**src/rtl/lap_timer.sv**
```systemverilog
// mm:ss stopwatch / countdown timer with a clock-enable tick, lap buffer and lap recall.
// Drives four BCD digits {m1,m0,s1,s0}; pulse inputs are single-cycle debounced strobes.
module lap_timer #(
  parameter int unsigned TICK_DIV  = 100_000_000,
  parameter int unsigned LAP_DEPTH = 4,
  parameter int unsigned MAX_MIN   = 59
) (
  input  logic                         clk,
  input  logic                         rst,
  input  logic                         pb_start,
  input  logic                         pb_lap,
  input  logic                         pb_clr,
  input  logic                         mode_down,
  input  logic [15:0]                  preset,
  output logic [15:0]                  disp,
  output logic [1:0]                   disp_src,
  output logic [$clog2(LAP_DEPTH)-1:0] lap_idx,
  output logic [$clog2(LAP_DEPTH):0]   lap_count,
  output logic                         lap_full,
  output logic                         running,
  output logic                         done,
  output logic                         ovf
);

  localparam int unsigned LW = $clog2(LAP_DEPTH);
  localparam int unsigned CW = $clog2(TICK_DIV);
  localparam logic [CW-1:0] TICK_LAST = CW'(TICK_DIV - 1);
  localparam logic [LW:0]   DEPTH     = (LW+1)'(LAP_DEPTH);
  localparam logic [15:0]   WRAP_TIME = {4'(MAX_MIN / 10), 4'(MAX_MIN % 10), 8'h59};

  typedef enum logic [2:0] {S_IDLE, S_RUN, S_LAP_HOLD, S_PAUSE, S_DONE} state_t;

  state_t         state_q, state_d;
  logic [15:0]    time_q, time_d, disp_q, disp_d, idle_time;
  logic [15:0]    lap_ram [LAP_DEPTH];
  logic [CW-1:0]  presc_q, presc_d;
  logic [LW:0]    count_q, count_d;
  logic [LW-1:0]  idx_q, idx_d;
  logic           recall_q, recall_d, mode_q, mode_d, done_q, done_d, ovf_q, ovf_d, full_q;
  logic           counting, tick, capture, lap_we;

  function automatic logic [15:0] up_step(input logic [15:0] t);
    logic [3:0] m1, m0, s1, s0;
    {m1, m0, s1, s0} = t;
    if (s0 != 4'd9) s0 = s0 + 4'd1;
    else begin
      s0 = 4'd0;
      if (s1 != 4'd5) s1 = s1 + 4'd1;
      else begin
        s1 = 4'd0;
        if (m0 != 4'd9) m0 = m0 + 4'd1;
        else begin
          m0 = 4'd0;
          m1 = m1 + 4'd1;
        end
      end
    end
    return {m1, m0, s1, s0};
  endfunction

  function automatic logic [15:0] down_step(input logic [15:0] t);
    logic [3:0] m1, m0, s1, s0;
    {m1, m0, s1, s0} = t;
    if (s0 != 4'd0) s0 = s0 - 4'd1;
    else begin
      s0 = 4'd9;
      if (s1 != 4'd0) s1 = s1 - 4'd1;
      else begin
        s1 = 4'd5;
        if (m0 != 4'd0) m0 = m0 - 4'd1;
        else begin
          m0 = 4'd9;
          m1 = m1 - 4'd1;
        end
      end
    end
    return {m1, m0, s1, s0};
  endfunction

  // Value shown while idle: zero for count-up, clamped preset for countdown.
  assign idle_time = mode_down ?
                     {preset[15:8], ((preset[7:4] > 4'd5) ? 4'd5 : preset[7:4]), preset[3:0]} :
                     16'h0000;

  always_comb begin
    state_d  = state_q;
    time_d   = time_q;
    presc_d  = presc_q;
    disp_d   = time_q;
    count_d  = count_q;
    idx_d    = idx_q;
    recall_d = recall_q;
    mode_d   = mode_q;
    done_d   = 1'b0;
    ovf_d    = ovf_q;
    capture  = 1'b0;
    lap_we   = 1'b0;
    counting = (state_q == S_RUN) || (state_q == S_LAP_HOLD);
    tick     = counting && (presc_q == TICK_LAST);

    if (counting) presc_d = tick ? '0 : presc_q + CW'(1);

    if (tick) begin
      if (mode_q) begin
        if (time_q <= 16'h0001) begin
          time_d  = '0;
          state_d = S_DONE;
          done_d  = 1'b1;
        end else begin
          time_d = down_step(time_q);
        end
      end else if (time_q == WRAP_TIME) begin
        time_d = '0;
        ovf_d  = 1'b1;
      end else begin
        time_d = up_step(time_q);
      end
    end

    if (state_q == S_LAP_HOLD || (state_q == S_PAUSE && recall_q)) disp_d = disp_q;

    if (pb_clr) begin
      state_d  = S_IDLE;
      time_d   = idle_time;
      disp_d   = idle_time;
      presc_d  = '0;
      count_d  = '0;
      idx_d    = '0;
      recall_d = 1'b0;
      ovf_d    = 1'b0;
      done_d   = 1'b0;
    end else begin
      case (state_q)
        S_IDLE: begin
          time_d = idle_time;
          mode_d = mode_down;
          if (pb_start) begin
            state_d = S_RUN;
            presc_d = '0;
          end
        end
        S_RUN: if (state_d != S_DONE) begin
          if (pb_start) state_d = S_PAUSE;
          else if (pb_lap) begin
            state_d = S_LAP_HOLD;
            capture = 1'b1;
          end
        end
        S_LAP_HOLD: if (state_d != S_DONE) begin
          if (pb_start) state_d = S_PAUSE;
          else if (pb_lap) begin
            state_d = S_RUN;
            capture = 1'b1;
          end
        end
        S_PAUSE: begin
          if (pb_start) begin
            state_d  = S_RUN;
            recall_d = 1'b0;
          end else if (pb_lap && count_q != '0) begin
            recall_d = 1'b1;
            idx_d    = (!recall_q || {1'b0, idx_q} == count_q - (LW+1)'(1)) ? '0 : idx_q + LW'(1);
            disp_d   = lap_ram[idx_d];
          end
        end
        default: ;
      endcase
    end

    // Capture uses the pre-tick time; a full buffer still toggles the freeze.
    if (capture) begin
      disp_d = time_q;
      if (count_q != DEPTH) begin
        lap_we  = 1'b1;
        count_d = count_q + (LW+1)'(1);
      end
    end
  end

  always_ff @(posedge clk) begin
    if (rst) begin
      state_q  <= S_IDLE;
      time_q   <= '0;
      presc_q  <= '0;
      disp_q   <= '0;
      count_q  <= '0;
      idx_q    <= '0;
      recall_q <= 1'b0;
      mode_q   <= 1'b0;
      done_q   <= 1'b0;
      ovf_q    <= 1'b0;
      full_q   <= 1'b0;
    end else begin
      state_q  <= state_d;
      time_q   <= time_d;
      presc_q  <= presc_d;
      disp_q   <= disp_d;
      count_q  <= count_d;
      idx_q    <= idx_d;
      recall_q <= recall_d;
      mode_q   <= mode_d;
      done_q   <= done_d;
      ovf_q    <= ovf_d;
      full_q   <= (count_d == DEPTH);
    end
  end

  always_ff @(posedge clk) begin
    if (lap_we) lap_ram[count_q[LW-1:0]] <= time_q;
  end

  assign disp      = disp_q;
  assign lap_idx   = idx_q;
  assign lap_count = count_q;
  assign lap_full  = full_q;
  assign done      = done_q;
  assign ovf       = ovf_q;
  assign running   = (state_q == S_RUN) || (state_q == S_LAP_HOLD);
  assign disp_src  = (state_q == S_LAP_HOLD)            ? 2'd1 :
                     (state_q == S_PAUSE && recall_q)   ? 2'd2 : 2'd0;

endmodule
```
**config.mk**
```make
export PLATFORM = sky130hd
export DESIGN_NAME = lap_timer
export DESIGN_NICKNAME = d
export VERILOG_FILES = /design/src/rtl/lap_timer.sv
export SDC_FILE = /design/constraint.sdc
export NUM_CORES = 1
export LEC_CHECK = 0
export ABC_CLOCK_PERIOD_IN_PS = 3700
export CORE_ASPECT_RATIO = 1.1
export CORE_UTILIZATION = 59
export DETAILED_ROUTE_END_ITERATION = 8
export PLACE_DENSITY = 0.77
export SYNTH_ARGS = -nofsm -noshare
export SYNTH_HDL_FRONTEND = slang
export SYNTH_SLANG_ARGS = --single-unit
```
**constraint.sdc**
```tcl
create_clock -name clk -period 3.7 [get_ports clk]
set_clock_uncertainty 0.2 [all_clocks]
set_input_delay 0.555 -clock clk [delete_from_list [all_inputs] [get_ports clk]]
set_output_delay 0.555 -clock clk [all_outputs]
set_load 0.005 [all_outputs]
```
==> results of run 1 <==
[power by group]
part	internal, mW	switching [mW]	total (mW)
Combinational	0.136	0.193	0.329
Sequential	1.60	0.0279	1.63
Clock	0.930	0.656	1.59
Total	2.67	0.877	3.54
[per-stage QoR]
stage / utilization [%] / worst slack [ns]
floorplan: - / 0.279
global placement: 67.5 / 0.551
detailed placement: 67.5 / 0.428
CTS: 72.2 / 0.478
global route: 72.2 / 0.214
finish: 72.2 / 0.407
[cells in the final DEF, fill, tap and decap left out, drive strengths merged, types with 4 or more instances in the layout]
cell,netlist,final
a211oi,14,14
clkbuf,39,19
nor3,16,16
a311oi,4,4
and2,8,8
nand3,53,53
or4b,4,4
mux2i,31,31
nor3b,4,4
a31oi,5,5
a22oi,6,6
a211o,4,4
and3b,4,4
nor4,6,6
nand3b,7,7
clkinv,0,8
o22ai,13,13
edfxtp,64,64
dfxtp,72,72
o21ai,26,26
nor2,69,69
xnor2,14,14
nand2b,18,18
nand2,79,79
o211ai,4,4
ha,14,14
buf,9,33
clkdlybuf4s50,0,48
nand4,10,10
a21oi,40,40
a32oi,7,7
and3,8,8
a221oi,8,8
inv,18,21
and4,4,4
or3,7,7
xor2,16,16
[cell usage after synthesis (all sizes together) (4+ instances only)]
cell	instances	area, um2
nand2	79	297
dfxtp	72	1440
nor2	69	259
edfxtp	64	1920
nand3	53	265
a21oi	40	200
clkbuf	39	146
mux2i	31	310
o21ai	26	130
inv	18	67.6
nand2b	18	113
nor3	16	85.1
xor2	16	140
a211oi	14	115
ha	14	175
xnor2	14	123
o22ai	13	81.3
nand4	10	62.6
buf	9	48.8
a221oi	8	70.1
and2	8	50.1
and3	8	50.1
a32oi	7	61.3
nand3b	7	52.6
or3	7	43.8
a22oi	6	45.0
nor4	6	37.5
a31oi	5	31.3
a211o	4	35.0
a311oi	4	35.0
and3b	4	35.0
and4	4	35.0
nor3b	4	30.0
o211ai	4	30.0
or4b	4	43.8
[state kept, by name, summed over array words and instances (netlist names)]
| name | cells |
|---|---|
| lap_ram | 64 |
| presc_q | 27 |
| disp | 16 |
| time_q | 16 |
| lap_count | 3 |
| state_q | 3 |
| lap_idx | 2 |
| done | 1 |
| lap_full | 1 |
| mode_q | 1 |
| ovf | 1 |
| recall_q | 1 |
[worst max-delay path by stage]
stage / from / to / slack, ns / cells past startpoint
after floorplan: time_q[8] / lap_ram[3][0] / 0.28 / 9
after global placement: pb_start / disp[3] / 0.55 / 7
after detailed placement: pb_start / disp[10] / 0.43 / 7
after CTS: time_q[9] / lap_ram[1][10] / 0.48 / 8
after global routing: time_q[9] / lap_ram[1][3] / 0.21 / 8
final: lap_count[0] / disp[12] / 0.41 / 8
[cells by family (layout without fill, tap and decap cells)]
kind of cell | after synthesis | after routing | synth area share, %
buffers and inverters | 66 | 131 | 3.71
and+or+nand+nor | 312 | 312 | 22.3
DFF | 136 | 136 | 47.5
muxes | 33 | 33 | 4.70
AOI/OAI and AO/OA | 158 | 158 | 15.5
adders and majority gates | 14 | 14 | 2.48
xor gates and xnor gates | 30 | 30 | 3.71
[metal layers]
layer  vias to the layer above  track usage [%]  share of wire, %  wire length (um)
met2                       273             53.2                48              9240
li1                       2877                -                 -                 -
met4                         0             20.2               4.9               959
met5                         -                0                 0                 0
met3                        63             5.48               6.7              1290
met1                      2956             40.4                41              7900
[critical path, cell delays in order (launching register included)]
cell and delay [ns]:
dfxtp_1 0.53, inv_1 0.13, ha_1 0.27, ha_1 0.22
or3_1 0.69, nor2_1 0.63, a221oi_1 0.18, a32oi_1 0.21
a211oi_1 0.09
[layout make-up]
class                   count  area (um2)
multi-input cells         547        3460
flip-flops and latches    136        3360
fillers                   861        3220
repair buffers             81         741
clock buffers              19         433
well taps                 150         188
clock inverters            13         121
inverters                  18        67.6
==> impl_metrics.csv, run 1 <==
group,metric,value,unit
synth,yosysSeqAreaShare,47.5,%
worst_setup_path,crit_path_end_kind,"register",
floorplan,rows,41,
detailed_routing,ant_nets,0,
detailed_routing,drtIter0Drc,546,
grt,overflow,0,
sta,hold_viol_final,0,
cts,numCtsBuffers,17,
worst_setup_path,worst_ep_arrival_time,3.37,ns
cts,cts-root-buf,"clkbuf_16",
sta,fmax,304,MHz
floorplan,start_util,61.0,%
detailed_routing,drc,0,
placement,hpwl,13300,um
worst_setup_path,reg2reg_depth,8,
cts,cts_tree,"built",
synth,syn_area,7080,um2
layout,nets,837,
synth,yosys_warnings,0,
layout,drive_gt1_share,9.71,%
layout,antenna_cells,0,
detailed_routing,num_vias,6169,
sta,fin_tns_setup,0,ns
layout,fin_area,8370,um2
cts,clock_path_buffers,2,
synth,synth-seq-cells,136,
placement,placed_area,7820,um2
floorplan,die_w,106,um
worst_setup_path,cp-start-kind,"register",
cts,cts_sinks,136,
job,drv_cap,0,
floorplan,io_pins,49,
min_path,hold-path-endpoint,"ovf",
sta,finalCritPeriodShare,89.0,%
placement,place_inst,932,
cts,cts_setup_buffers,0,
floorplan,die_h,117,um
outcome,outcome,"complete, no violations",
placement,place_congestion,0.952,
grt,grt_pass1_vias,5986,
floorplan,die_area,12400,um2
min_path,worstHoldStart,"ovf",
pwr,total_power,3.54,mW
sta,relSlewSlack,41.2,%
worst_setup_path,cp_max_fo,15,
grt,grt_max_degree,39,
cts,hold_buffers,0,
sta,worstMarginPinSlew,0.882,ns
floorplan,core,11600,um2
synth,async_reset_ff_share,0,%
sta,rsz0062_at_grt,"false",
pwr,power.density,423,nW/um2
detailed_routing,drt-total-wl,19400,um
worst_setup_path,crit_type,"register to register",
cts,htreeDepth,4,
layout,area_growth,18.3,%
worst_setup_path,rr_endpoint,"disp[12]",
cts,cts_resized,0,
min_path,hold_class,"register to register",
sta,slew_violations,0,
cts,clkTransAtPathRegs,0.06,ns
grt,antenna_found_initial,0,
pwr,p_leak,2.84,nW
detailed_routing,first_pass_iters,5,
detailed_routing,wl_per_cell,20.1,um
cts,clock_latency,0.42,ns
synth,synthFlopType,"dfxtp_1",
grt,grt_pass1_wl,30800,um
synth,synth.distinct_cells,71,
layout,fin_cells,964,
synth,syn_area_per_cell,9.45,um2
sta,period_minus_slack,3.29,ns
worst_setup_path,cp.required,3.78,ns
synth,synth_cells,749,
synth,synth_edf_count,64,
sta,hold_ws,0.290,ns
worst_setup_path,rrSetupSlack,0.41,ns
grt,grt.total_usage,32.5,%
worst_setup_path,regToRegStartpoint,"lap_count[0]",
min_path,whs_path_depth,2,
detailed_routing,viasPerCell,6.40,
synth,synthesis.nets,785,
placement,port_buffers,48,
sta,finalSetupViolCount,0,
pwr,irDropWorstVdd,0.324,mV
No activity file was read; power rests on OpenSTA's default activity.
==> run 2, diff against run 1 <==
--- a/config.mk
+++ b/config.mk
@@ -5,7 +5,7 @@
 export SDC_FILE = /design/constraint.sdc
 export NUM_CORES = 1
 export LEC_CHECK = 0
-export ABC_CLOCK_PERIOD_IN_PS = 3700
+export ABC_CLOCK_PERIOD_IN_PS = 3300
 export CORE_ASPECT_RATIO = 1.1
 export CORE_UTILIZATION = 59
 export DETAILED_ROUTE_END_ITERATION = 8
==> constraint.sdc (replaced) <==
create_clock -name clk -period 3.3 [get_ports clk]
set_clock_uncertainty 0.2 [all_clocks]
set_input_delay 0.495 -clock clk [delete_from_list [all_inputs] [get_ports clk]]
set_output_delay 0.495 -clock clk [all_outputs]
set_load 0.005 [all_outputs]
==> run 2 against run 1 <==
Global-route usage rose by 0.65 points. Sequential power grew 12%. Non-clock buffer count is 7 higher. First-iteration DRC count rose by 16%. Cell count is 0.73% higher. Via count is 2.9% higher. Flip-flop and latch count unchanged. Fmax rose by 3.5%.
==> impl_metrics.csv, run 2 (synthesized netlist as in run 1, its figures left out) <==
group,metric,value,unit
outcome,outcome,"complete, no violations",
layout,area_growth,19.7,%
detailed_routing,drtIter0Drc,631,
sta,hold_viol_final,0,
sta,finalSetupViolCount,0,
pwr,power.density,489,nW/um2
floorplan,core,11600,um2
cts,clock_path_buffers,2,
grt,grt_max_degree,39,
grt,antenna_found_initial,0,
pwr,irDropWorstVdd,0.393,mV
sta,fin_tns_setup,0,ns
layout,drive_gt1_share,10.8,%
floorplan,start_util,61.0,%
floorplan,io_pins,49,
pwr,p_leak,2.90,nW
pwr,switching_share,24.2,%
worst_setup_path,worst_ep_arrival_time,3.29,ns
detailed_routing,viasPerCell,6.54,
pwr,combPwrFrac,9.5,%
pwr,clockPowerShare,46.6,%
worst_setup_path,cp-start-kind,"register",
pwr,p_int,3.14,mW
job,drv_cap,0,
cts,htreeDepth,4,
floorplan,die_area,12400,um2
sta,fmax,314,MHz
detailed_routing,first_pass_iters,6,
detailed_routing,drc,0,
pwr,power_frac_seq,43.9,%
cts,cts_setup_buffers,0,
detailed_routing,ant_nets,0,
worst_setup_path,crit_path_end_kind,"register",
floorplan,die_h,117,um
sta,finalCritPeriodShare,96.4,%
min_path,hold_class,"register to register",
grt,grt_pass1_vias,5795,
floorplan,die_w,106,um
layout,nets,844,
floorplan,rows,41,
cts,cts_resized,0,
cts,hold_buffers,0,
worst_setup_path,crit_type,"register to register",
placement,place_inst,939,
grt,grt_pass1_wl,31000,um
sta,worstMarginPinSlew,0.971,ns
cts,clock_latency,0.42,ns
layout,largest_register_ffs,64,
pwr,switching_power,1.00,mW
worst_setup_path,cp.required,3.40,ns
cts,numCtsBuffers,17,
sta,period_minus_slack,3.18,ns
cts,cts_sinks,136,
grt,overflow,0,
grt,grt.total_usage,33.1,%
layout,final_common_cell,"nand2_1",
layout,antenna_cells,0,
cts,cts-root-buf,"clkbuf_16",
layout,fin_cells,971,
layout,final_cell_mix,"nand2_1, dfxtp_1, nor2_1",
sta,slew_violations,0,
cts,cts_tree,"built",
detailed_routing,wl_per_cell,20.8,um
detailed_routing,num_vias,6347,
placement,hpwl,14200,um
sta,relSlewSlack,35.2,%
sta,rsz0062_at_grt,"false",
placement,port_buffers,48,
placement,place_congestion,0.963,
worst_setup_path,cp_max_fo,29,
detailed_routing,drt-total-wl,20200,um
cts,clkTransAtPathRegs,0.06,ns
-- run 2: changes by cell type in the layout (fill, tap and decap cells not counted), sizes merged --
cell    delta
bufinv     +2
clkbuf     -2
buf        +7
-- run 2: cell type report --
| class | instances | area (um2) |
|---|---|---|
| multi-input combinational | 547 | 3460 |
| sequential | 136 | 3360 |
| fill | 835 | 3120 |
| timing repair buffer | 88 | 793 |
| clock buffer | 17 | 425 |
| tap | 150 | 188 |
| clock inverter | 15 | 174 |
| inverter | 18 | 67.6 |
-- run 2: worst max-delay path, stage by stage (launching register included) --
cell and delay [ns]:
dfxtp_1 0.36, or4b_1 0.56, or4_1 0.47, nor4_1 0.37, a211o_1 0.25, buf_4 0.34, o22ai_1 0.15, a211oi_1 0.36
-- run 2: through the flow --
step	setup WS (ns)	utilization (%)	instance area [um2]	power, mW	hold slack, ns
after floorplan	0.127	-	7080	2.07	0.253
after global placement	0.283	67.9	7880	2.22	0.272
after detailed placement	0.228	67.9	7880	2.23	0.277
after CTS	0.182	73.1	8470	4.13	0.294
after global routing	0.00639	73.1	8470	4.25	0.315
final	0.119	73.1	8470	4.14	0.288
-- run 2: worst paths after layout --
path / start / endpoint / slack [ns] / cells after the start
worst min register to register: presc_q[26] / presc_q[26] / 0.29 / 2
worst max-delay path: presc_q[9] / lap_full / 0.12 / 7
worst max register to register: presc_q[9] / lap_full / 0.12 / 7
worst min-delay path: presc_q[26] / presc_q[26] / 0.29 / 2
-- run 2: layer usage --
metal  vias up  share of wire [%]  GRT usage, %
met4         0                4.0          15.0
met5         -                  0             0
met3        70                9.7          7.64
li1       2893                  -             -
met2       389                 48          56.4
met1      2995                 38          40.5
-- run 2: power by group through the flow --
stage / combinational (mW) / sequential (mW) / clock, mW
floorplan: 0.221 / 1.85 / 0
global placement: 0.370 / 1.85 / 0
detailed placement: 0.378 / 1.86 / 0
CTS: 0.381 / 1.82 / 1.93
global route: 0.417 / 1.82 / 2.01
finish: 0.394 / 1.82 / 1.93
==> run 3, diff against run 2 <==
--- a/config.mk
+++ b/config.mk
@@ -7,9 +7,9 @@
 export LEC_CHECK = 0
 export ABC_CLOCK_PERIOD_IN_PS = 3300
 export CORE_ASPECT_RATIO = 1.1
-export CORE_UTILIZATION = 59
+export CORE_UTILIZATION = 48
 export DETAILED_ROUTE_END_ITERATION = 8
-export PLACE_DENSITY = 0.77
+export PLACE_DENSITY = 0.64
 export SYNTH_ARGS = -nofsm -noshare
 export SYNTH_HDL_FRONTEND = slang
 export SYNTH_SLANG_ARGS = --single-unit
==> run 3 against run 2 <==
Hold slack better by 0.013 ns. Count of clock-buffer cells in the layout increased by 7. Cell count grew 5.6%. Combinational power is 3% higher. Non-clock buffer count grew 12. First-iteration DRC count decreased by 14%. Final area rose by 0.86%. Sequential power is essentially flat. Power shrank 5.2%. Via count down 2.0%. Register-to-register slack improved by 0.06 ns. Fmax grew 2.0%. Largest cell class unchanged.
==> impl_metrics.csv, run 3 (synthesized netlist as in run 1, its figures left out) <==
group,metric,value,unit
pwr,switching_power,945,uW
layout,multi_input_area,3470,um2
grt,grt.total_usage,27.3,%
detailed_routing,drc,0,
floorplan,core,14400,um2
layout,fin_cells,1025,
cts,clkTransAtPathRegs,0.06,ns
cts,cts_setup_buffers,0,
cts,htreeDepth,4,
layout,final_cell_mix,"nand2_1, dfxtp_1, nor2_1",
pwr,irDropWorstVdd,0.264,mV
layout,final_common_cell,"nand2_1",
detailed_routing,drtIter0Drc,542,
layout,antenna_cells,0,
detailed_routing,num_vias,6221,
sta,finalCritPeriodShare,94.5,%
grt,antenna_found_initial,0,
sta,finalSetupViolCount,0,
detailed_routing,viasPerCell,6.07,
pwr,combPwrFrac,10.3,%
cts,clock_path_buffers,2,
placement,place_congestion,0.889,
job,drv_cap,0,
worst_setup_path,crit_chain,"inv_1, ha_1, ha_1, or3_1, nor2_1, nand3_1, a41o_1",
layout,regArea,3360,um2
worst_setup_path,cp-start-kind,"register",
detailed_routing,ant_nets,0,
pwr,switching_share,24.1,%
layout,largest_register_ffs,64,
worst_setup_path,cp.required,3.42,ns
worst_setup_path,worst_ep_arrival_time,3.24,ns
cts,numCtsBuffers,17,
sta,relSlewSlack,22.1,%
min_path,hold_class,"register to register",
grt,grt_max_degree,39,
pwr,total_power,3.93,mW
worst_setup_path,crit_path_end_kind,"register",
floorplan,die_h,129,um
detailed_routing,wl_per_cell,19.7,um
sta,rsz0062_at_grt,"false",
placement,place_inst,993,
worst_setup_path,cpMostUsedCell,"ha_1",
cts,clock_latency,0.42,ns
pwr,power.density,459,nW/um2
sta,slew_violations,0,
worst_setup_path,critPathSlowestCell,"or3_1",
pwr,p_int,2.98,mW
floorplan,io_pins,49,
layout,area_growth,20.8,%
layout,drive_gt1_share,11.9,%
sta,worstMarginPinSlew,1.17,ns
floorplan,rows,46,
worst_setup_path,crit_type,"register to register",
pwr,clockPowerShare,43.6,%
floorplan,die_area,15200,um2
cts,cts_tree,"built",
outcome,outcome,"complete, no violations",
grt,grt_pass1_wl,31900,um
placement,port_buffers,48,
sta,hold_viol_final,0,
detailed_routing,first_pass_iters,7,
sta,hold_ws,0.301,ns
layout,fillers,1288,
sta,period_minus_slack,3.12,ns
worst_setup_path,cp_slowest_stage_delay,0.65,ns
layout,nets,856,
grt,grt_pass1_vias,6074,
pwr,power_frac_seq,46.1,%
cts,cts_sinks,136,
cts,cts-root-buf,"clkbuf_16",
floorplan,start_util,49.2,%
placement,placed_area,8020,um2
placement,hpwl,13800,um
floorplan,die_w,118,um
detailed_routing,drt-total-wl,20200,um
sta,fin_tns_setup,0,ns
pwr,p_leak,2.93,nW
layout,fin_area,8550,um2
worst_setup_path,cp_max_fo,11,
grt,overflow,0,
sta,fmax,321,MHz
==> run 3: cell types whose count changed in the layout (fill, tap and decap cells not counted) <==
cell,change
clkinv_2,+1
inv_4,+3
and2_1,-2
inv_6,-3
clkbuf_8,+1
clkbuf_16,+1
clkinv_1,-1
and2_2,+2
clkinvlp_4,-1
buf_4,+12
bufinv_16,-3
clkinv_4,-3
clkbuf_1,+5
==> run 3: what timing repair did <==
item	4_1_cts	5_1_grt
gates resized for setup	0	2
hold buffers	0	0
endpoints found under the setup margin	0	32
==> run 3: layer usage <==
metal / routed length, um / track usage (%)
met1: 8550 / 32.8
met3: 930 / 4.14
met4: 919 / 17.0
met5: 0 / 0
met2: 9840 / 46.3
==> run 3: stage by stage <==
step / worst slack [ns] / utilization, %
after CTS: 0.00756 / 59.4
after detailed placement: 0.0325 / 55.7
after floorplan: 0.127 / -
after global placement: 0.111 / 55.7
after global routing: 0.0281 / 59.4
final: 0.183 / 59.4
==> run 3: worst paths after layout <==
check / from / to / slack [ns] / cells past startpoint
worst max-delay path: lap_count[0] / disp[7] / 0.18 / 7
worst min-delay path: presc_q[26] / presc_q[26] / 0.30 / 2
worst max register to register: lap_count[0] / disp[7] / 0.18 / 7
worst min register to register: presc_q[26] / presc_q[26] / 0.30 / 2
==> run 3: worst max-delay path, delay by kind of cell, from the launching register on <==
kind | cells | cell delay [ns]
AOI/OAI and AO/OA | 1 | 0.28
adders and majority gates | 2 | 0.47
buffers and inverters | 1 | 0.14
DFF | 1 | 0.52
and+or+nand+nor | 3 | 1.39
==> run 3: power groups by stage <==
stage	logic, mW	clock network [mW]	registers (mW)
after floorplan	0.221	0	1.85
after global placement	0.388	0	1.84
after detailed placement	0.397	0	1.85
after CTS	0.399	1.74	1.81
after global routing	0.438	1.81	1.81
final	0.404	1.71	1.81
==> run 3: layout make-up <==
cell class / instances / share of cell area, %
sequential: 136 / 39.4
timing repair buffer: 100 / 10.3
clock inverter: 8 / 0.512
inverter: 18 / 0.791
clock buffer: 24 / 5.65
tap: 192 / 2.81
multi-input combinational: 547 / 40.6
